### config.mk
export PLATFORM = sky130hd
export DESIGN_NAME = md_iter_unit
export DESIGN_NICKNAME = d
export VERILOG_FILES = /design/src/rtl/md_pkg.sv /design/src/rtl/md_div_step.sv /design/src/rtl/md_iter_unit.sv
export SDC_FILE = /design/constraint.sdc
export NUM_CORES = 1
export LEC_CHECK = 0
export BUFFER_PORTS_ARGS = -buffer_cell sky130_fd_sc_hd__buf_2
export CAP_MARGIN = 40
export CORE_MARGIN = 2
export CORE_UTILIZATION = 50
export CTS_BUF_LIST = sky130_fd_sc_hd__clkbuf_4
export DETAILED_ROUTE_END_ITERATION = 7
export PLACE_DENSITY = 0.66
export SKIP_LAST_GASP = 1
export SYNTH_ARGS = -nofsm -noshare
export SYNTH_HDL_FRONTEND = slang
export SYNTH_HIERARCHICAL = 1
export SYNTH_SLANG_ARGS = --single-unit
### constraint.sdc
create_clock -name clk -period 20.7 [get_ports clk]
set_input_delay 2.07 -clock clk [delete_from_list [all_inputs] [get_ports clk]]
set_output_delay 2.07 -clock clk [all_outputs]
set_load 0.05 [all_outputs]
### src/rtl/md_pkg.sv
// Shared definitions for the iterative multiply/divide unit: op codes,
// FSM state encoding and op-field bit positions.
package md_pkg;

    localparam logic [1:0] MD_MULTU = 2'b00;
    localparam logic [1:0] MD_MULT  = 2'b01;
    localparam logic [1:0] MD_DIVU  = 2'b10;
    localparam logic [1:0] MD_DIV   = 2'b11;

    localparam int OP_SIGNED_BIT = 0;
    localparam int OP_DIV_BIT    = 1;

    typedef enum logic [1:0] {
        IDLE = 2'd0,
        CALC = 2'd1,
        SIGN = 2'd2
    } state_t;

endpackage

### src/rtl/md_div_step.sv
// One restoring-division step: shift the next dividend bit into the partial
// remainder and subtract the divisor when it fits.
module md_div_step #(
    parameter int WIDTH = 32
) (
    input  logic [WIDTH:0]   rem,
    input  logic [WIDTH-1:0] divisor,
    input  logic             next_bit,
    output logic [WIDTH:0]   new_rem,
    output logic             q_bit
);

    logic [WIDTH:0]   shifted;
    logic [WIDTH+1:0] diff;
    logic             unused_rem_msb;

    // The incoming remainder is always below the divisor, so its MSB is zero.
    assign unused_rem_msb = rem[WIDTH];

    // NOTE: combinational blocks assign every output on every path, so no latch is inferred.
    always_comb begin
        shifted = {rem[WIDTH-1:0], next_bit};
        diff    = {1'b0, shifted} - {2'b00, divisor};
        q_bit   = ~diff[WIDTH+1];
        new_rem = q_bit ? diff[WIDTH:0] : shifted;
    end

endmodule

### src/rtl/md_iter_unit.sv
// Iterative WIDTH-generic multiply/divide unit with start/valid/annul handshake.
// Optional feature: define MD_FAST_MUL_EN for a single-cycle multiply path.
module md_iter_unit
    import md_pkg::*;
#(
    parameter int WIDTH = 32,
    parameter int CNT_W = $clog2(WIDTH) + 1
) (
    input  logic             clk,
    input  logic             rst,
    input  logic             start_i,
    input  logic [1:0]       op_i,
    input  logic [WIDTH-1:0] opa_i,
    input  logic [WIDTH-1:0] opb_i,
    input  logic             annul_i,
    output logic             busy_o,
    output logic             valid_o,
    output logic [WIDTH-1:0] hi_o,
    output logic [WIDTH-1:0] lo_o,
    output logic             div_zero_o
);

    localparam int W2 = 2 * WIDTH;

    state_t             state;
    logic [CNT_W-1:0]   cnt;
    logic               is_div;
    logic               neg_res;
    logic               neg_rem;
    logic               dz;
    logic [WIDTH-1:0]   a_mag;
    logic [WIDTH-1:0]   b_mag;
    logic [W2-1:0]      acc;
    logic [WIDTH:0]     rem;

    logic               sign_a, sign_b;
    logic [WIDTH-1:0]   abs_a, abs_b;
    logic [WIDTH:0]     step_rem;
    logic               step_q;
    logic [WIDTH:0]     mul_sum;
    logic [W2-1:0]      prod_s;
    logic [WIDTH-1:0]   quot_s, rem_s;

    always_comb begin
        sign_a  = op_i[OP_SIGNED_BIT] & opa_i[WIDTH-1];
        sign_b  = op_i[OP_SIGNED_BIT] & opb_i[WIDTH-1];
        abs_a   = sign_a ? -opa_i : opa_i;
        abs_b   = sign_b ? -opb_i : opb_i;
        mul_sum = {1'b0, acc[W2-1:WIDTH]} + (acc[0] ? {1'b0, a_mag} : '0);
        prod_s  = neg_res ? -acc : acc;
        quot_s  = neg_res ? -acc[WIDTH-1:0] : acc[WIDTH-1:0];
        rem_s   = neg_rem ? -rem[WIDTH-1:0] : rem[WIDTH-1:0];
    end

    // Divide keeps the dividend in acc's low half; quotient bits shift in behind it.
    md_div_step #(.WIDTH(WIDTH)) u_step (
        .rem      (rem),
        .divisor  (b_mag),
        .next_bit (acc[WIDTH-1]),
        .new_rem  (step_rem),
        .q_bit    (step_q)
    );

    assign busy_o = (state != IDLE);

    // NOTE: sequential state uses non-blocking assignments so all registers update together.
    always_ff @(posedge clk or posedge rst) begin
        if (rst) begin
            state      <= IDLE;
            cnt        <= '0;
            is_div     <= 1'b0;
            neg_res    <= 1'b0;
            neg_rem    <= 1'b0;
            dz         <= 1'b0;
            a_mag      <= '0;
            b_mag      <= '0;
            acc        <= '0;
            rem        <= '0;
            valid_o    <= 1'b0;
            hi_o       <= '0;
            lo_o       <= '0;
            div_zero_o <= 1'b0;
        end else begin
            valid_o <= 1'b0;
            if (annul_i) begin
                state <= IDLE;
            end else begin
                case (state)
                    IDLE: if (start_i) begin
                        is_div  <= op_i[OP_DIV_BIT];
                        neg_res <= sign_a ^ sign_b;
                        neg_rem <= sign_a;
                        dz      <= op_i[OP_DIV_BIT] && (opb_i == '0);
                        // On divide-by-zero a_mag carries the raw dividend for hi_o.
                        a_mag   <= (op_i[OP_DIV_BIT] && (opb_i == '0)) ? opa_i : abs_a;
                        b_mag   <= abs_b;
                        acc     <= {{WIDTH{1'b0}}, op_i[OP_DIV_BIT] ? abs_a : abs_b};
                        rem     <= '0;
                        cnt     <= CNT_W'(WIDTH);
                        state   <= CALC;
                    end
                    CALC: begin
                        if (dz) begin
                            state <= SIGN;
                        end
`ifdef MD_FAST_MUL_EN
                        else if (!is_div) begin
                            acc   <= W2'(a_mag) * W2'(b_mag);
                            state <= SIGN;
                        end
`endif
                        else begin
                            cnt <= cnt - CNT_W'(1);
                            if (is_div) begin
                                acc[WIDTH-1:0] <= {acc[WIDTH-2:0], step_q};
                                rem            <= step_rem;
                            end else begin
                                acc <= {mul_sum, acc[WIDTH-1:1]};
                            end
                            if (cnt == CNT_W'(1)) state <= SIGN;
                        end
                    end
                    SIGN: begin
                        if (dz) begin
                            hi_o       <= a_mag;
                            lo_o       <= '1;
                            div_zero_o <= 1'b1;
                        end else if (is_div) begin
                            hi_o       <= rem_s;
                            lo_o       <= quot_s;
                            div_zero_o <= 1'b0;
                        end else begin
                            hi_o       <= prod_s[W2-1:WIDTH];
                            lo_o       <= prod_s[WIDTH-1:0];
                            div_zero_o <= 1'b0;
                        end
                        valid_o <= 1'b1;
                        state   <= IDLE;
                    end
                    default: state <= IDLE;
                endcase
            end
        end
    end

endmodule
==> After elaboration in Yosys (flattened, before gate mapping) <==
Cells that the tools add are included.
{ "totals": {"out_inout_bits": 67, "wordCells": 81, "regBits": 238, "input_bits": 70} }
{ "op_classes": {"bitwise": 5, "reduce_logical": 11, "mux": 33, "add_sub_neg": 8, "eq_ne": 9} }
{ "op_table": {"columns": ["operator", "count"], "rows": [
  ["2-to-1 mux 32 bit", 17],
  ["2-to-1 mux 64 bit", 3],
  ["negator 32 bit", 4],
  ["one-hot mux 64 bit (2 select lines)", 1],
  ["negator 64 bit", 1],
  ["one-hot mux 32 bit (2 select lines)", 1],
  ["subtractor 33 x 32 -> 34 bit", 1],
  ["adder 32 x 32 -> 33 bit", 1],
  ["logical NOT 32 bit", 1],
  ["2-to-1 mux 6 bit", 2],
  ["one-hot mux 6 bit (2 select lines)", 1],
  ["AND reduction 5 bit", 2],
  ["2-to-1 mux 2 bit", 4],
  ["inequality test 2 bit, second input constant", 4],
  ["equality test 6 x 1 -> 1 bit, second input constant", 1],
  ["subtractor 6 x 1 -> 6 bit, second input constant", 1],
  ["inequality test 4 bit, second input constant", 1],
  ["one-hot mux 2 bit (2 select lines)", 1],
  ["AND reduction 2 bit", 2],
  ["AND reduction 4 bit", 1],
  ["nonzero test 2 bit", 2],
  ["2-to-1 mux 1 bit", 3],
  ["inequality test 3 bit, second input constant", 1],
  ["AND reduction 3 bit", 1],
  ["7 further kinds", 9]
]} }

==> Logic depth before layout (Yosys ltp) <==
Gate-level depths: netlist of run 1.
{ "depth": {"depth_word": 5, "depth_mapped": 15, "depth_no_buf": 13} }

==> Hierarchy <==
Netlist of run 1, hierarchy kept.
{ "by_module_without_submodules": {"columns": ["mod", "n_inst", "cells_per_inst", "seq_area_each_um2", "area_each_um2"], "rows": [
  ["md_iter_unit", 1, 1928, 5980.7, 16130.5],
  ["md_div_step", 1, 365, 0.0, 2381.0]
]} }

==> Worst setup path after synthesis of run 1 <==
Ideal clock, no wire load.
{ "synth_timing": {"path_type": "input -> register", "start": "input opa_i[7]", "end": "register acc[26]", "path_slack_ps": 16393, "path_stages": 8, "arrival_ps": 4176, "path_buffers": 1, "required_ps": 20569, "path_cell_list": "clkbuf_1 -> or4_1 -> nor3_1 -> nand4_1 -> o41ai_1 -> xnor2_1 -> a222oi_1 -> o21ai_1"} }
{ "synth_between": {"elab_chain_cells": 5} }
{ "synth_rtl": {"columns": ["item", "line_no", "text"], "rows": [
  ["start: declaration", "md_iter_unit.sv:13", "input logic [WIDTH-1:0] opa_i,"],
  ["negator 32 bit", "md_iter_unit.sv:47", "abs_a = sign_a ? -opa_i : opa_i;"],
  ["2-to-1 mux 32 bit", "md_iter_unit.sv:47", null],
  ["2-to-1 mux 32 bit", "md_iter_unit.sv:97", "acc <= {{WIDTH{1'b0}}, op_i[OP_DIV_BIT] ? abs_a : abs_b};"],
  ["2-to-1 mux 64 bit", "md_iter_unit.sv:89", "IDLE: if (start_i) begin"],
  ["one-hot mux 64 bit (2 select lines)", "md_iter_unit.sv:88", "case (state)"],
  ["end signal: assignment", "md_iter_unit.sv:97", null],
  ["end signal: indexed assignment", "md_iter_unit.sv:115", "acc[WIDTH-1:0] <= {acc[WIDTH-2:0], step_q};"],
  ["end signal: assignment", "md_iter_unit.sv:118", "acc <= {mul_sum, acc[WIDTH-1:1]};"],
  ["end: declaration", "md_iter_unit.sv:33", "logic [W2-1:0] acc;"]
]} }
Every way passes these cells. The select of a mux whose other input is x is not followed.
A chain may end at the register's enable or synchronous reset.

==> Worst setup path in the final report of run 1 <==
{ "layout_timing": {"start": "input opa_i[0]", "end": "register acc[26]"} }
The elaborated chain is that of the path after synthesis.

==> metrics.md, run 1 <==
| Metric | Value |
|---|---|
| Switching Share | `43.0%` |
| Port Buffers | `136` |
| Largest net degree at the start of global routing | `107` |
| Mean Syn Cell Area | `between 8 and 9 µm²` |
| WP data arrival | `4720 ps` |
| H-Tree Level Count | `3` |
| Fin Setup TNS | `0 ps` |
| Layout Skew | `36.3 ps` |
| Clock transition at path regs | `60 ps` |
| Crit start category | `input port` |
| Met1 Use GR | `around 45%` |
| Worst r2r src | `rem[10]` |
| Root Buffer | `clkbuf_4` |
| GR peak layer | `met2` |
| Io pins | `137` |
| # fillers | `3,485` |
| Die area | `between 30,000 and 40,000 µm²` |
| CP peak stage delay | `680 ps` |
| Final setup viols | `0` |
| Cell depth of the worst min-delay path | `2` |
| Psw | `a little under 800 µW` |
| Routability cong. | `roughly 0.96` |
| Area of the multi-input gates | `11,600 µm²` |
| Share of post-route cells with drive strength above 1 | `13.6%` |
| Worst vdd ir | `0.0808 mV` |
| Initial Util | `between 50 and 60%` |
| Sequential group share of total power | `roughly 37%` |
| Syn nets | `2,425` |
| Crit path cell chain | `buf_2 > inv_1 > ha_1 > or4b_2 > nor2_1 > nand4_1 > o41ai_1 > xnor2_1 > a222oi_1 > o21ai_1` |
| Status | `completed` |
| Pleak | `9.24 nW` |
| Relative slew slack | `a little over a third` |
| Critical path class | `in2reg` |
| Met3 Resource Use GR | `5.71%` |
| Pwr per Cell Area | `between 90 and 100 nW/µm²` |
| Clk_lat worst skew | `780 ps` |
| Die X | `196 µm` |
| Routed Antenna Nets | `0` |
| Final WL | `62,700 µm` |
| Slowest CP cell | `or4b_2` |
| Synthesized cell area | `18,400 µm²` |
| Vias per cell | `roughly 6.3` |
| Num CTS Buffers | `73` |
| Yosys Warn Count | `6` |
| First-pass DRT Iterations | `6` |
| Fin. Hold Viols | `0` |
| CP required | `roughly 21,000 ps` |
| Max-Cap Viols | `0` |
| DRC | `0` |
| RR Endpoint | `acc[0]` |
| DR iter-0 viols | `1,716` |
| Post-CTS Hold Fix Bufs | `0` |
| CTS tree | `done` |
| Number of setup buffers added after CTS | `0` |
| Worst-margin pin slew | `954 ps` |
| Largest fanout on the critical path | `5` |
| Tcrit/Tclk final | `about 20%` |
| CTS sink cnt | `approximately 240` |
| Post-DP Area | `19,200 µm²` |
| Critical path origin | `opa_i[0]` |
| Fmax | `244 MHz` |
| Critical path depth | `10` |
| RSZ-0062 raised after global routing | `no` |
| Worst-case clock buffer depth | `3` |
| Cells after synthesis | `2,283` |
| Layout Area Growth over Synthesis | `9.74%` |
| Worst setup endpoint | `acc[26]` |
| Final Cell Area | `about 20,000 µm²` |
| Die H | `196 µm` |
| DP HPWL | `46,100 µm` |
| Vias in the first global route | `around 17,000` |
| Register-to-Register Path Depth | `12` |
| R2R setup slack | `16,980 ps` |
| Vias | `~18,000` |
| Layout Nets | `approximately 2,500` |
| First-pass GRT wire length | `97,800 µm` |
| Total GRT Usage | `32.6%` |
| Critical Path End Type | `register` |
| Internal cell power | `1.04 mW` |
| Combinational power share | `between 30% and 40%` |
| FF+latch area | `5960 µm²` |
| CP top delay family | `simple AND/OR/NAND/NOR gates` |
| Worst hold path type | `reg2reg` |
| Tmin final | `4100 ps` |
| GR Util met2 | `50.1%` |
| Global route overflow | `0` |
| FP Rows | `70` |
| Core footprint | `between 30,000 and 40,000 µm²` |
| Max-slew violation count | `0` |
| Post_cts resized | `0` |
| Wirelength per Cell | `21.7 µm` |
| Clock power share | `27.5%` |
| Buf+Inv Stages, Crit Path | `2` |
| Initial antenna violation count | `3` |
==> tightest hold or removal path, stage by stage, from the launching register on <==
cell	delay, ps
dfrtp_1	340
nand2_1	50
nand2_1	50
==> stage by stage <==
stage | instances | utilization [%] | setup WS [ps] | hold slack (ps) | power, mW
6_report | 2887 | 55.5 | 16600 | 473 | 1.82
5_1_grt | 2886 | 55.5 | 16410 | 484 | 1.92
2_1_floorplan | 2283 | - | 12100 | 446 | 1.12
3_3_place_gp | 2748 | 52.7 | 15940 | 462 | 1.30
4_1_cts | 2883 | 55.5 | 16710 | 480 | 1.82
3_5_place_dp | 2750 | 52.8 | 15900 | 466 | 1.31
==> state kept, by name, indices dropped and copies added (netlist names) <==
signal      count
a_mag          32
acc            64
b_mag          32
cnt             6
div_zero_o      1
dz              1
hi_o           32
is_div          1
lo_o           32
neg_rem         1
neg_res         1
rem            32
state           2
valid_o         1
==> cells in the final DEF, fill, tap and decap left out, types with 16 or more instances in the layout <==
master,count
a211oi_1,20
a21o_1,32
a21oi_1,165
a22o_1,38
a31oi_1,26
and2_1,44
and3_1,25
buf_2,136
buf_4,20
clkbuf_4,101
clkinv_1,18
dfrtp_1,236
ha_1,70
inv_1,58
mux2i_1,38
nand2_1,275
nand3_1,52
nand4_1,22
nor2_1,167
nor3_1,64
nor4_1,19
o21a_1,16
o21ai_0,223
o21ai_1,16
o31ai_1,36
o41ai_1,22
or3_1,27
or4_1,25
xnor2_1,108
xor2_1,108
==> routing by layer <==
metal / vias to the layer above / part of all wire [%] / wire, µm
met5: - / 0.026 / 16
met4: 2 / 4.3 / 2710
met3: 155 / 8.4 / 5270
met2: 863 / 44 / 27900
met1: 8688 / 43 / 26800
li1: 8405 / - / -
==> how the worst min path moves through the flow <==
stage,end,startpoint
final,b_mag[8],b_mag[8]
after global routing,b_mag[9],b_mag[9]
after CTS,b_mag[8],b_mag[8]
after detailed placement,b_mag[8],b_mag[8]
after global placement,b_mag[25],b_mag[25]
after floorplan,b_mag[28],b_mag[28]
==> power groups by stage <==
stage | logic (mW) | clock network, mW | registers, mW
2_1_floorplan | 0.408 | 0 | 0.712
3_3_place_gp | 0.634 | 0 | 0.669
3_5_place_dp | 0.645 | 0 | 0.669
4_1_cts | 0.648 | 0.510 | 0.662
5_1_grt | 0.712 | 0.535 | 0.676
6_report | 0.654 | 0.500 | 0.667
==> cell type report <==
type	instances	area share, %
antenna	4	0.0495
clock buffer	101	3.75
clock inverter	32	1.09
inverter	60	1.15
multi-input combinational	1826	57.3
sequential	238	29.5
tap	468	2.89
timing repair buffer	158	4.34
(Power assumes the default switching activity.)
==> run 2: changes to the inputs <==
- PLACE_DENSITY: 0.66 -> 0.69
- clock period: 20.7 -> 3.4 ns (I/O delays scaled with it)
==> metrics.md, run 2 (synthesis gave the netlist of run 1 again) <==
| Metric | Value |
|---|---|
| Vias | `18,471 (was 18,113)` |
| Met2 routed WL | `28,800 µm (was 27,900 µm)` |
| Max-Cap Viols | `0 (unchanged)` |
| Port Buffers | `136 (unchanged)` |
| Wirelength per Cell | `21.8 µm (was 21.7 µm)` |
| Max-slew violation count | `0 (unchanged)` |
| Relative slew slack | `47.5% (was 35.8%)` |
| Root Buffer | `clkbuf_4 (unchanged)` |
| Clk_lat worst skew | `770 ps (was 780 ps)` |
| Largest net degree at the start of global routing | `80 (was 107)` |
| Pleak | `9.71 nW (was 9.24 nW)` |
| # fillers | `3,385 (was 3,485)` |
| Post-DP Area | `19,800 µm² (was 19,200 µm²)` |
| Die X | `196 µm (unchanged)` |
| DR iter-0 viols | `1,666 (was 1,716)` |
| Layout Nets | `2,602 (was 2,499)` |
| H-Tree Level Count | `3 (unchanged)` |
| Die area | `38,400 µm² (unchanged)` |
| Crit start category | `register (was input port)` |
| Pwr per Cell Area | `528 nW/µm² (was 90.1 nW/µm²)` |
| Tcrit/Tclk final | `93.6%` |
| Fin. Hold Viols | `0 (unchanged)` |
| Slowest CP cell | `dfrtp_1 (was or4b_2)` |
| Clock transition at path regs | `60 ps (about the same)` |
| Die H | `196 µm (unchanged)` |
| Critical path class | `reg2reg (was in2reg)` |
| Critical Path End Type | `register (unchanged)` |
| Layout Area Growth over Synthesis | `14.5% (was 9.74%)` |
| Crit path cell chain | `buf_4 > buf_4 > and2_1 > ha_1 > a21oi_1 > o21bai_1 > a221o_1 > or3b_2 > o21ai_0 > mux2i_1 > nand2_1 (was buf_2 > inv_1 > ha_1 > or4b_2 > nor2_1 > nand4_1 > o41ai_1 > xnor2_1 > a222oi_1 > o21ai_1)` |
| Commonest non-fill, non-tap cell in the layout | `nand2_1 (unchanged)` |
| WP data arrival | `3820 ps (was 4720 ps)` |
| Buf+Inv Stages, Crit Path | `2 (unchanged)` |
| Routability cong. | `0.967 (was 0.959)` |
| Tmin final | `3180 ps` |
| Commonest non-fill, non-tap cells in the layout | `nand2_1, dfrtp_1, o21ai_0, nor2_1, a21oi_1 (unchanged)` |
| Most common cell on crit path | `buf_4` |
| Initial Util | `50.6% (unchanged)` |
| Worst hold path type | `in2reg (was reg2reg)` |
| Placed cells | `2,809 (was 2,750)` |
| Largest fanout on the critical path | `16 (was 5)` |
| Met3 WL post-DR | `5110 µm (was 5270 µm)` |
| Final WS setup | `217 ps (was 16,600 ps)` |
| Io pins | `137 (unchanged)` |
| Share of post-route cells with drive strength above 1 | `15.3% (was 13.6%)` |
| Routed Antenna Nets | `0 (unchanged)` |
| Vias per cell | `6.20 (was 6.27)` |
| Total GRT Usage | `33.6% (was 32.6%)` |
| First-pass GRT wire length | `101,000 µm (was 97,800 µm)` |
| First-pass DRT Iterations | `7 (was 6)` |
| DP HPWL | `48,300 µm (was 46,100 µm)` |
| Max reg flops | `64 (unchanged)` |
| WL met1 | `27,600 µm (was 26,800 µm)` |
| Fmax | `314 MHz` |
| CP peak stage delay | `480 ps (was 680 ps)` |
| Final Cell Area | `21,100 µm² (was 20,200 µm²)` |
| Layout Skew | `48.8 ps (was 36.3 ps)` |
| RSZ-0062 raised after global routing | `no (unchanged)` |
| Global route overflow | `0 (unchanged)` |
| Number of setup buffers added after CTS | `0 (unchanged)` |
| Worst-case clock buffer depth | `3 (unchanged)` |
| Top reg by flops | `acc (unchanged)` |
| Num CTS Buffers | `73 (unchanged)` |
| FP Rows | `70 (unchanged)` |
| Core footprint | `36,400 µm² (unchanged)` |
| Final WL | `64,800 µm (was 62,700 µm)` |
| DRC | `0 (unchanged)` |
| Finished Layout Cells | `2,978 (was 2,887)` |
| CTS sink cnt | `238 (unchanged)` |
| Vias in the first global route | `17,604 (was 16,889)` |
| CP required | `4040 ps (was 21,320 ps)` |
| Initial antenna violation count | `4 (was 3)` |
| Highest metal used | `met4 (was met5)` |
| Worst vdd ir | `0.505 mV (was 0.0808 mV)` |
| CTS tree | `done (unchanged)` |
| CP top delay family | `compound AO/OA/AOI/OAI gates (was simple AND/OR/NAND/NOR gates)` |
| Status | `completed (unchanged)` |
| Final setup viols | `0 (unchanged)` |
| Worst-margin pin slew | `788 ps (was 954 ps)` |
| Worst slack at placement | `221 ps (was 15,900 ps)` |
[run 2: cell types whose count changed in the layout (fill, tap and decap cells not counted), sizes merged]
cell / delta
inv: -1
clkinvlp: +1
dlygate4sd3: +44
clkinv: -12
bufinv: -1
clkbuf: +1
buf: +59
[run 2: tightest hold or removal path, stage by stage]
cell,delay [ps]
buf_2,170
xor2_1,100
o21ai_0,130
[run 2: area by class of cell]
cell class                 count  area [µm²]  share of cell area (%)
clock buffer                 102         766                    3.63
clock inverter                19         135                   0.640
antenna                        4        10.0                  0.0474
tap                          468         586                    2.77
inverter                      60         229                    1.08
timing repair buffer         261        1840                    8.70
sequential                   238        5960                    28.2
multi-input combinational   1826       11600                    54.9
[run 2: worst paths after layout]
kind,slack [ps],cells past startpoint,from,endpoint
min in group asynchronous,210,3,rst,acc[60]
hold reg to reg,470,2,b_mag[25],b_mag[25]
setup / recovery,220,11,acc[0],acc[62]
max in group asynchronous,2280,5,rst,lo_o[2]
setup reg to reg,220,11,acc[0],acc[62]
hold / removal,40,3,opa_i[25],a_mag[25]
[run 2: metal layers]
layer / vias up / GRT usage [%]
li1: 8603 / -
met3: 186 / 6.69
met4: 0 / 16.9
met2: 893 / 52.1
met5: - / 0
met1: 8789 / 44.9
[run 2: power breakdown]
group | internal, mW | total (mW) | switching (mW)
Clock | 1.53 | 2.91 | 1.39
Combinational | 1.46 | 4.23 | 2.77
Sequential | 3.35 | 4.00 | 0.646
Total | 6.34 | 11.1 | 4.80
[run 2: stage by stage]
step / power (mW) / hold slack (ps) / TNS (ps) / util, %
after detailed placement: 8.14 / 458 / 0 / 54.2
after CTS: 11.1 / 0.608 / 0 / 57.9
final: 11.1 / 38.1 / 0 / 57.9
after global routing: 11.7 / 32.0 / 0 / 57.9
after floorplan: 6.82 / 413 / -14240 / -
after global placement: 8.07 / 460 / 0 / 54.1
[run 2: repair_timing]
item                                   4_1_cts  5_1_grt
endpoints found under the hold margin       60        0
resized for setup                            0        0
hold buffers                                44        0
